## src/rtl/seq_pattern_driver.sv

```systemverilog
// rtl/seq_pattern_driver.sv - stimulus driver and golden-model response checker for the v12 pattern cell
module seq_pattern_driver #(
    parameter int unsigned LATENCY   = 1,
    parameter int unsigned CNT_W     = 16,
    parameter logic [5:0]  LFSR_SEED = 6'h01
) (
    input  logic             blif_clk_net,
    input  logic             blif_reset_net,
    input  logic             start,
    input  logic             mode,
    input  logic [CNT_W-1:0] num_vectors,
    output logic             stim_clr,
    output logic             stim_in1,
    output logic             stim_in3,
    output logic             stim_in5,
    output logic             stim_in6,
    output logic             stim_in8,
    input  logic             rsp_v12,
    output logic             busy,
    output logic             done,
    output logic             pass,
    output logic [CNT_W-1:0] err_count,
    output logic [CNT_W-1:0] first_err_idx
);

    localparam logic [5:0] SEED = (LFSR_SEED == 6'h00) ? 6'h01 : LFSR_SEED;

    typedef enum logic [1:0] {IDLE, RUN, DRAIN, DONE} state_t;

    state_t           state, state_next;
    logic             mode_r;
    logic [CNT_W-1:0] remaining;
    logic [CNT_W-1:0] vec_idx;
    logic [5:0]       cnt;
    logic [5:0]       lfsr;
    logic [3:0]       drain_cnt;
    logic [5:0]       stim_vec;
    logic             done_r, done_next;
    logic             pass_r;
    logic [CNT_W-1:0] err_r, err_next;
    logic [CNT_W-1:0] first_r;

    logic             pipe_v   [LATENCY];
    logic             pipe_exp [LATENCY];
    logic [CNT_W-1:0] pipe_idx [LATENCY];

    logic [5:0]       gen_vec;
    logic             start_ok;
    logic             push;
    logic             mismatch;

    // vec[5]=CLR, vec[4]=IN_1, vec[3]=IN_3, vec[2]=IN_5, vec[1]=IN_6, vec[0]=IN_8
    function automatic logic golden(input logic [5:0] v);
        return v[5] & ~(v[2] & v[3] & ~v[4] & ~(v[1] & ~v[0]));
    endfunction

    always_comb begin
        gen_vec   = mode_r ? lfsr : cnt;
        start_ok  = start && (state == IDLE || state == DONE);
        push      = (state == RUN);
        mismatch  = pipe_v[LATENCY-1] && (pipe_exp[LATENCY-1] != rsp_v12);
        err_next  = err_r;
        if (mismatch && err_r != {CNT_W{1'b1}})
            err_next = err_r + 1'b1;
    end

    always_comb begin
        state_next = state;
        done_next  = 1'b0;
        case (state)
            IDLE, DONE: begin
                if (start) begin
                    if (num_vectors == '0) begin
                        state_next = DONE;
                        done_next  = 1'b1;
                    end else begin
                        state_next = RUN;
                    end
                end
            end
            RUN: begin
                if (remaining == CNT_W'(1))
                    state_next = DRAIN;
            end
            DRAIN: begin
                if (drain_cnt == 4'(LATENCY - 1)) begin
                    state_next = DONE;
                    done_next  = 1'b1;
                end
            end
            default: state_next = IDLE;
        endcase
    end

    always_ff @(posedge blif_clk_net) begin
        if (blif_reset_net) begin
            state     <= IDLE;
            done_r    <= 1'b0;
            pass_r    <= 1'b0;
            err_r     <= '0;
            first_r   <= '1;
            stim_vec  <= '0;
            lfsr      <= SEED;
            cnt       <= '0;
            mode_r    <= 1'b0;
            remaining <= '0;
            vec_idx   <= '0;
            drain_cnt <= '0;
            for (int i = 0; i < LATENCY; i++) begin
                pipe_v[i]   <= 1'b0;
                pipe_exp[i] <= 1'b0;
                pipe_idx[i] <= '0;
            end
        end else begin
            state  <= state_next;
            done_r <= done_next;

            // Tail of this shift line lines up with the cell's response.
            pipe_v[0]   <= push;
            pipe_exp[0] <= golden(gen_vec);
            pipe_idx[0] <= vec_idx;
            for (int i = 1; i < LATENCY; i++) begin
                pipe_v[i]   <= pipe_v[i-1];
                pipe_exp[i] <= pipe_exp[i-1];
                pipe_idx[i] <= pipe_idx[i-1];
            end

            if (start_ok) begin
                mode_r    <= mode;
                remaining <= num_vectors;
                vec_idx   <= '0;
                cnt       <= '0;
                lfsr      <= SEED;
                err_r     <= '0;
                first_r   <= '1;
                drain_cnt <= '0;
                pass_r    <= (num_vectors == '0);
            end else begin
                err_r <= err_next;
                if (mismatch && first_r == {CNT_W{1'b1}})
                    first_r <= pipe_idx[LATENCY-1];
                if (push) begin
                    stim_vec  <= gen_vec;
                    remaining <= remaining - 1'b1;
                    vec_idx   <= vec_idx + 1'b1;
                    cnt       <= cnt + 1'b1;
                    lfsr      <= {lfsr[4:0], lfsr[5] ^ lfsr[4]};
                end
                if (state == DRAIN)
                    drain_cnt <= drain_cnt + 1'b1;
                if (done_next)
                    pass_r <= (err_next == '0);
            end
        end
    end

    assign stim_clr      = stim_vec[5];
    assign stim_in1      = stim_vec[4];
    assign stim_in3      = stim_vec[3];
    assign stim_in5      = stim_vec[2];
    assign stim_in6      = stim_vec[1];
    assign stim_in8      = stim_vec[0];
    assign busy          = (state == RUN) || (state == DRAIN);
    assign done          = done_r;
    assign pass          = pass_r;
    assign err_count     = err_r;
    assign first_err_idx = first_r;

endmodule

```

## config.mk

```make
export PLATFORM = sky130hd
export DESIGN_NAME = seq_pattern_driver
export DESIGN_NICKNAME = d
export VERILOG_FILES = /design/src/rtl/seq_pattern_driver.sv
export SDC_FILE = /design/constraint.sdc
export NUM_CORES = 1
export LEC_CHECK = 0
export ABC_AREA = 1
export CAP_MARGIN = 20
export CORE_MARGIN = 2
export CORE_UTILIZATION = 40
export DETAILED_ROUTE_END_ITERATION = 12
export PLACE_DENSITY_LB_ADDON = 0.05
export SETUP_SLACK_MARGIN = 0.4
export SLEW_MARGIN = 10
export SYNTH_ARGS = -nofsm -noshare
export SYNTH_HDL_FRONTEND = slang
export SYNTH_SLANG_ARGS = --single-unit
```

## constraint.sdc

```tcl
create_clock -name blif_clk_net -period 2.45 [get_ports blif_clk_net]
set_clock_uncertainty 0.15 [all_clocks]
set_input_delay 0.3675 -clock blif_clk_net [delete_from_list [all_inputs] [get_ports blif_clk_net]]
set_output_delay 0.3675 -clock blif_clk_net [all_outputs]
set_load 0.05 [all_outputs]
```

==> summary.txt, run 1 <==
Outcome
  • Status: finished, final reports clean

Final layout
  • Final standard cell area without fillers: 0.00656 sq mm
  • Area taken by flip-flops and latches: about 0.0022 sq mm
  • Number of standard cells in the layout, taps in and fillers out: approximately 980
  • # nets final: between 800 and 900
  • Most frequent cells in the layout: 179 x nand2_1, 86 x dfxtp_1, 77 x inv_1, 75 x nor2_1, 53 x nand3_1
  • Fraction of final layout cells sized beyond drive strength 1: between 10% and 20%
  • Diodes inserted: 0
  • Area occupied by multi-input gates: 0.00264 sq mm
  • Number of filler cells placed in the layout: 1,276
  • Area growth from synthesis to final layout: 28.6%
  • Most frequent standard cell in the layout excluding fill and tap cells: nand2_1

Synthesis
  • Synth Area per Inst: 7.02 sq um
  • Share of the synthesized area in the top cell type: a little over two fifths
  • Main area contributors after synthesis: dfxtp_1 43%, nand2_1 13%, nor2_1 6.3%
  • #FFs+latches synth: approximately 110
  • Number of nets produced by synthesis: between 700 and 800
  • Synth Cell Area: ~0.0051 sq mm
  • Gate Count Post-Synth: 727
  • Warning count from the yosys run: 0
  • Distinct cell type count of the synthesized netlist: 38
  • Cell type contributing the most total cell area after synthesis: dfxtp_1
  • Seq/Total Area, Yosys: a little over two fifths

Floorplanning
  • Die H: 117 microns
  • Floorplan die area: 0.0137 sq mm
  • Initial Util: a little over 40%
  • Number of rows in the core area: 41
  • Core Region: approximately 0.013 sq mm
  • Count of pins on the block boundary: 62
  • Die Wd: roughly 120 microns

Clock tree
  • Number of buffers on the longest clock path: 2
  • CTS tree: built
  • Clock transition at the registers of the reported paths: ~0.080 ns
  • Clock Sink Count: 109
  • Root buffer cell: clkbuf_16
  • TritonCTS Buffers: 9
  • Clock latency at the later pin of the worst-skew pair: about 0.35 ns
  • Number of H-tree levels: 3

Flow run
  • Number of violations of the max-capacitance limit: 0

Worst setup path
  • Register-to-register setup slack: 0.48 ns
  • Kind of cell adding the most delay to the critical path: buffers and inverters
  • Slowest cell on the critical path: clkdlybuf4s50_1
  • Startpoint of the most critical register-to-register path: err_count[0]$_SDFF_PP0_
  • Delay contributed by the slowest stage of the critical path: 0.80 ns
  • Critical path class: reg -> out
  • Element type at the critical path start: register
  • Reg2reg end: pass$_SDFFE_PP0P_
  • Sequence of cells on the critical path: clkdlybuf4s50_1
  • Maximum fanout along the worst path: 3
  • Critical path capture point type: output port
  • Cells on worst reg2reg path: 15
  • Data required, critical path: 1.93 ns
  • Buf+Inv Stages, Crit Path: 1
  • CP Data Arrival Time: roughly 1.5 ns

STA
  • Final worst setup slack: around 0.44 ns
  • Setup repair after global routing missed its margin: yes
  • Period utilisation layout: ~80%
  • Fmax: 0.497 GHz
  • Finish-stage setup viols: 0
  • Slew HR: between 60% and 70%
  • Final critical path time including I/O delays and setup: slightly above 2 ns
  • Post-Route Setup TNS: 0 ns
  • Transition time of the tightest slew-check pin: 0.509 ns
  • Final hold viol count: 0
  • Final Max Tran Viols: 0

Drt
  • Iter 0 DRT Violations: roughly 270
  • Post-detailed-route count of antenna-violating nets: 0
  • First-pass DRT Iterations: 4
  • Wire length per cell after detailed routing: around 13 microns
  • Routed vias: approximately 4,800
  • Final WL: 12.5 mm
  • Detail-routed via count per cell: around 5
  • Residual DRC count: 0

Power
  • Leakage power summed over all cells: between 2 and 3 nW
  • Maximum ir drop on the vdd rail: approximately 0.00064 V
  • Final total power: 0.00635 W
  • Power per cell area: just under 1000 mW/mm^2

Global routing
  • Global router's overall resource usage: a little under a fifth
  • Global-route wire length before repair: between 20 and 25 mm
  • Vias in the first global route: 4,371
  • Pin count of the biggest net entering global routing: 32
  • Number of antenna violations at the first check in global routing: 0
  • Aggregate global routing overflow: 0

Hold path
  • Worst hold path type: reg -> reg
  • Startpoint of the tightest hold check path: vec_idx[15]$_SDFFE_PP0P_
  • Worst hold path endpoint: pipe_idx[0][15]$_SDFF_PP0_
  • Hold Path Depth: 2

Place
  • Instance area at placement: approximately 0.006 sq mm
  • Port Buffer Count: approximately 60
  • Dpl hpwl: around 9 mm
  • Gpl congestion: a little under 0.9
  • Worst slack at placement: a little over 0.03 ns
  • Cell count after placement: 954
## cell type report
class	count	share of cell area [%]
tap	172	3.28
multi-input combinational	510	40.2
inverter	87	5.15
clock inverter	5	0.972
clock buffer	10	3.81
timing repair buffer	86	12.8
sequential	109	33.8
## sequential cells by signal (all words and copies together), names as in the netlist, 2 cells and up
signal / flops
drain_cnt: 4
cnt: 6
err_count: 16
first_err_idx: 16
remaining: 16
pipe_idx: 16
vec_idx: 16
stim_vec: 6
lfsr: 6
state: 2
## routing by layer
layer	GRT usage, %	vias to the layer above	wire (microns)
met5	0	-	0
met2	31.8	95	5660
li1	-	2515	-
met3	2.73	24	422
met4	7.45	0	275
met1	25.1	2132	6100
## power by group
group | internal, W | switching, W
registers | 0.00203 | 0.000237
logic | 0.000916 | 0.00161
clock network | 0.000863 | 0.000689
## cells in the mapped netlist, drive strengths merged
| cell | n |
|---|---|
| nand2 | 193 |
| dfxtp | 109 |
| nor2 | 95 |
| inv | 85 |
| nand3 | 56 |
| a21oi | 41 |
| o21ai | 34 |
| nor3 | 17 |
| clkbuf | 16 |
| nand4 | 15 |
| a31oi | 12 |
| ha | 10 |
| buf | 6 |
| nand3b | 6 |
| o211ai | 6 |
| xnor2 | 6 |
| xor2 | 5 |
| nor4 | 3 |
| clkinv | 2 |
| or2 | 2 |
| a2111oi | 1 |
| a22oi | 1 |
| a32oi | 1 |
| and2 | 1 |
| mux2i | 1 |
| o21bai | 1 |
| o221ai | 1 |
| o311ai | 1 |
## logic make-up (layout without fill, tap and decap cells)
logic type                 Yosys count  in the layout  share of synthesized area (%)
adders and majority gates           10             10                           2.45
xor gates and xnor gates            11             11                           1.89
buffers and inverters              109            188                           8.09
muxes                                1              1                          0.196
and+or+nand+nor                    388            389                           33.7
AOI/OAI and AO/OA                   99             99                           10.9
DFF                                109            109                           42.8
## through the flow
| stage | hold slack [ns] | utilization [%] |
|---|---|---|
| floorplan | 0.274 | - |
| global route | 0.330 | 52.4 |
| detailed placement | 0.296 | 47.9 |
| global placement | 0.287 | 47.9 |
| finish | 0.295 | 52.4 |
| CTS | 0.305 | 50.7 |
## repair_timing
action,in CTS,in global routing
pin swaps,6,18
endpoints found under the setup margin,36,68
buffers inserted,3,5
hold buffers,0,0
cloned,0,2
gates resized for setup,37,49
## worst max path at each step
| stage | start | endpoint | slack, ns | cells after the start |
|---|---|---|---|---|
| 3_3_place_gp | rsp_v12 | pass$_SDFFE_PP0P_ | 0.07 | 15 |
| 5_1_grt | err_count[0]$_SDFF_PP0_ | pass$_SDFFE_PP0P_ | 0.26 | 15 |
| 4_1_cts | err_count[1]$_SDFF_PP0_ | err_count[1] | 0.40 | 1 |
| 3_5_place_dp | rsp_v12 | pass$_SDFFE_PP0P_ | 0.03 | 15 |
| 2_1_floorplan | first_err_idx[11]$_SDFFE_PP1P_ | first_err_idx[15]$_SDFFE_PP1P_ | 0.40 | 7 |
| 6_report | first_err_idx[2]$_SDFFE_PP1P_ | first_err_idx[2] | 0.44 | 1 |
No activity file was read; power rests on OpenSTA's default activity.
==> run 2, diff against run 1 <==
Clock period 2.45 ns to 2 ns, I/O delays scaled along.
==> summary.txt, run 2 (same netlist as run 1, synthesis figures left out) <==
Outcome
  • Status: finished, final reports clean (unchanged)

Floorplanning
  • Initial Util: 40.8% (unchanged)
  • Count of pins on the block boundary: 62 (unchanged)
  • Number of rows in the core area: 41 (unchanged)
  • Die H: 117 microns (unchanged)
  • Floorplan die area: 0.0137 sq mm (unchanged)
  • Core Region: 0.0125 sq mm (unchanged)
  • Die Wd: 117 microns (unchanged)

STA
  • Fmax: 0.516 GHz
  • Slew HR: 72.1% (was 66.0%)
  • Setup repair after global routing missed its margin: yes (unchanged)
  • Finish-stage setup viols: 0 (unchanged)
  • Final critical path time including I/O delays and setup: approximately 1.9 ns
  • Final Max Tran Viols: 0 (unchanged)
  • Period utilisation layout: 97.0%
  • Transition time of the tightest slew-check pin: 0.417 ns (was 0.509 ns)
  • Final hold viol count: 0 (unchanged)

Global routing
  • Aggregate global routing overflow: 0 (unchanged)
  • Global router's overall resource usage: 21.2% (was 19.1%)
  • Pin count of the biggest net entering global routing: 29 (was 32)
  • Number of antenna violations at the first check in global routing: 0 (unchanged)
  • Vias in the first global route: 4,900 (was 4,371)
  • Global-route wire length before repair: 22.8 mm (was 20.6 mm)

Clock tree
  • Clock transition at the registers of the reported paths: 0.07 ns (was 0.08 ns)
  • Clock latency at the later pin of the worst-skew pair: 0.35 ns (about the same)
  • TritonCTS Buffers: 9 (unchanged)
  • CTS tree: built (unchanged)
  • Root buffer cell: clkbuf_16 (unchanged)
  • Clock Sink Count: 109 (unchanged)
  • Number of H-tree levels: 3 (unchanged)
  • Number of buffers on the longest clock path: 2 (unchanged)

Worst setup path
  • Maximum fanout along the worst path: 4 (was 3)
  • CP Data Arrival Time: 2.06 ns (was 1.49 ns)
  • Data required, critical path: 2.12 ns (was 1.93 ns)
  • Critical path capture point type: register (was output port)
  • Critical path class: reg -> reg (was reg -> out)
  • Element type at the critical path start: register (unchanged)

Drt
  • Final WL: 14.3 mm (was 12.5 mm)
  • Wire length per cell after detailed routing: 13.5 microns (was 12.7 microns)
  • Met3 layer wire length in the routed design: 567 microns (was 422 microns)
  • Routed vias: 5,217 (was 4,766)
  • Top layer used by detailed routing: met4 (unchanged)
  • First-pass DRT Iterations: 5 (was 4)
  • Residual DRC count: 0 (unchanged)
  • Detail-routed via count per cell: 4.94 (was 4.87)
  • Iter 0 DRT Violations: 224 (was 273)
  • Post-detailed-route count of antenna-violating nets: 0 (unchanged)
  • Sum of routed wire segments on met1: 6.39 mm (was 6.10 mm)
  • Met2 Routed Length: 6.98 mm (was 5.66 mm)

Place
  • Gpl congestion: 0.922 (was 0.869)
  • Instance area at placement: 0.00650 sq mm (was 0.00599 sq mm)
  • Dpl hpwl: 9.37 mm (was 9.01 mm)
  • Port Buffer Count: 61 (unchanged)

Hold path
  • Worst hold path type: reg -> reg (unchanged)

Power
  • Final total power: 0.00931 W (was 0.00635 W)
  • Share of total power in the clock network: 19.0% (was 24.4%)
  • Gate power share: 50.2% (was 39.8%)
  • Power per cell area: 1160 mW/mm^2 (was 968 mW/mm^2)
  • Seq pwr share: 30.8% (was 35.8%)
  • Net Sw Frac: 40.2% (was 40.0%)
  • Sw Pwr: 0.00375 W (was 0.00254 W)
  • Power Internal: 0.00556 W (was 0.00381 W)
  • Leakage power summed over all cells: 3.23 nW (was 2.81 nW)
  • Maximum ir drop on the vdd rail: 0.000984 V (was 0.000635 V)

Final layout
  • Diodes inserted: 0 (unchanged)
  • Most frequent standard cell in the layout excluding fill and tap cells: nand2_1 (unchanged)
  • # nets final: 911 (was 834)
  • Fraction of final layout cells sized beyond drive strength 1: 40.2% (was 15.4%)
  • Area growth from synthesis to final layout: 56.6% (was 28.6%)
  • Final standard cell area without fillers: 0.00799 sq mm (was 0.00656 sq mm)
  • Most frequent cells in the layout: 168 x nand2_1, 77 x buf_4, 69 x dfxtp_1, 66 x inv_1, 61 x nor2_1 (was 179 x nand2_1, 86 x dfxtp_1, 77 x inv_1, 75 x nor2_1, 53 x nand3_1)

Flow run
  • Number of violations of the max-capacitance limit: 0 (unchanged)
==> run 2: cell types whose count changed in the layout (fill, tap and decap cells not counted), sizes merged, moves of 2 or more <==
cell,change
inv,-2
dlymetal6s2s,-11
clkdlybuf4s15,+38
dlygate4sd2,-25
clkbuf,+3
buf,+78
clkdlybuf4s50,-4
==> run 2: area by class of cell <==
| class | count | area (sq um) |
|---|---|---|
| fill | 1116 | 4520 |
| clock inverter | 4 | 36.3 |
| multi-input combinational | 509 | 3110 |
| sequential | 109 | 2300 |
| timing repair buffer | 164 | 1720 |
| inverter | 87 | 350 |
| tap | 172 | 215 |
| clock buffer | 12 | 258 |
==> run 2: power groups by stage <==
| stage | registers (W) | logic (W) | clock network [W] |
|---|---|---|---|
| 6_report | 0.00287 | 0.00467 | 0.00177 |
| 5_1_grt | 0.00292 | 0.00505 | 0.00189 |
| 4_1_cts | 0.00280 | 0.00412 | 0.00183 |
| 3_3_place_gp | 0.00282 | 0.00329 | 0 |
| 3_5_place_dp | 0.00283 | 0.00333 | 0 |
| 2_1_floorplan | 0.00312 | 0.00208 | 0 |
==> run 2: metal layers <==
| metal | up-vias | GRT usage [%] |
|---|---|---|
| met5 | - | 0 |
| met4 | 0 | 8.47 |
| met3 | 27 | 3.19 |
| met2 | 124 | 36.5 |
| met1 | 2398 | 26.6 |
| li1 | 2668 | - |
==> run 2: critical path, stage by stage, from the launching register on <==
cell and delay (ns):
dfxtp_4 0.36, inv_4 0.06, ha_4 0.18, nand3_4 0.08, nor2_4 0.12, nand2_4 0.07
nor2_4 0.12, nand3_4 0.09, nor3_4 0.17, nand3_2 0.14, inv_4 0.10, a31oi_1 0.07
nor3_1 0.14
==> run 2: what timing repair did <==
action                     CTS  global route
resized for setup          205            93
pin swaps                   28            32
cloned                       7             1
hold buffers                 0             0
buffers inserted            28            15
setup endpoints to repair  126            89
==> run 2: metrics by stage <==
step                      utilization [%]  setup WS, ns  instances  TNS (ns)  hold WS (ns)
final                                63.9        0.0608       1057         0         0.305
after CTS                            60.3        0.0621       1041         0         0.315
after global routing                 63.9        -0.118       1057    -0.427         0.343
after global placement               51.9        -0.241        990    -0.405         0.289
after detailed placement             51.9        -0.269        990    -0.629         0.305
after floorplan                         -         0.158        727         0         0.273
==> run 2: worst paths after layout <==
path                              start                              to  slack [ns]  depth (start not counted)
max               state[1]$_SDFFE_PP0P_        vec_idx[13]$_SDFFE_PP0P_        0.06                         12
max reg2reg       state[1]$_SDFFE_PP0P_        vec_idx[13]$_SDFFE_PP0P_        0.06                         12
min          pipe_idx[0][11]$_SDFF_PP0_  first_err_idx[11]$_SDFFE_PP1P_        0.30                          2
min reg2reg  pipe_idx[0][11]$_SDFF_PP0_  first_err_idx[11]$_SDFFE_PP1P_        0.30                          2
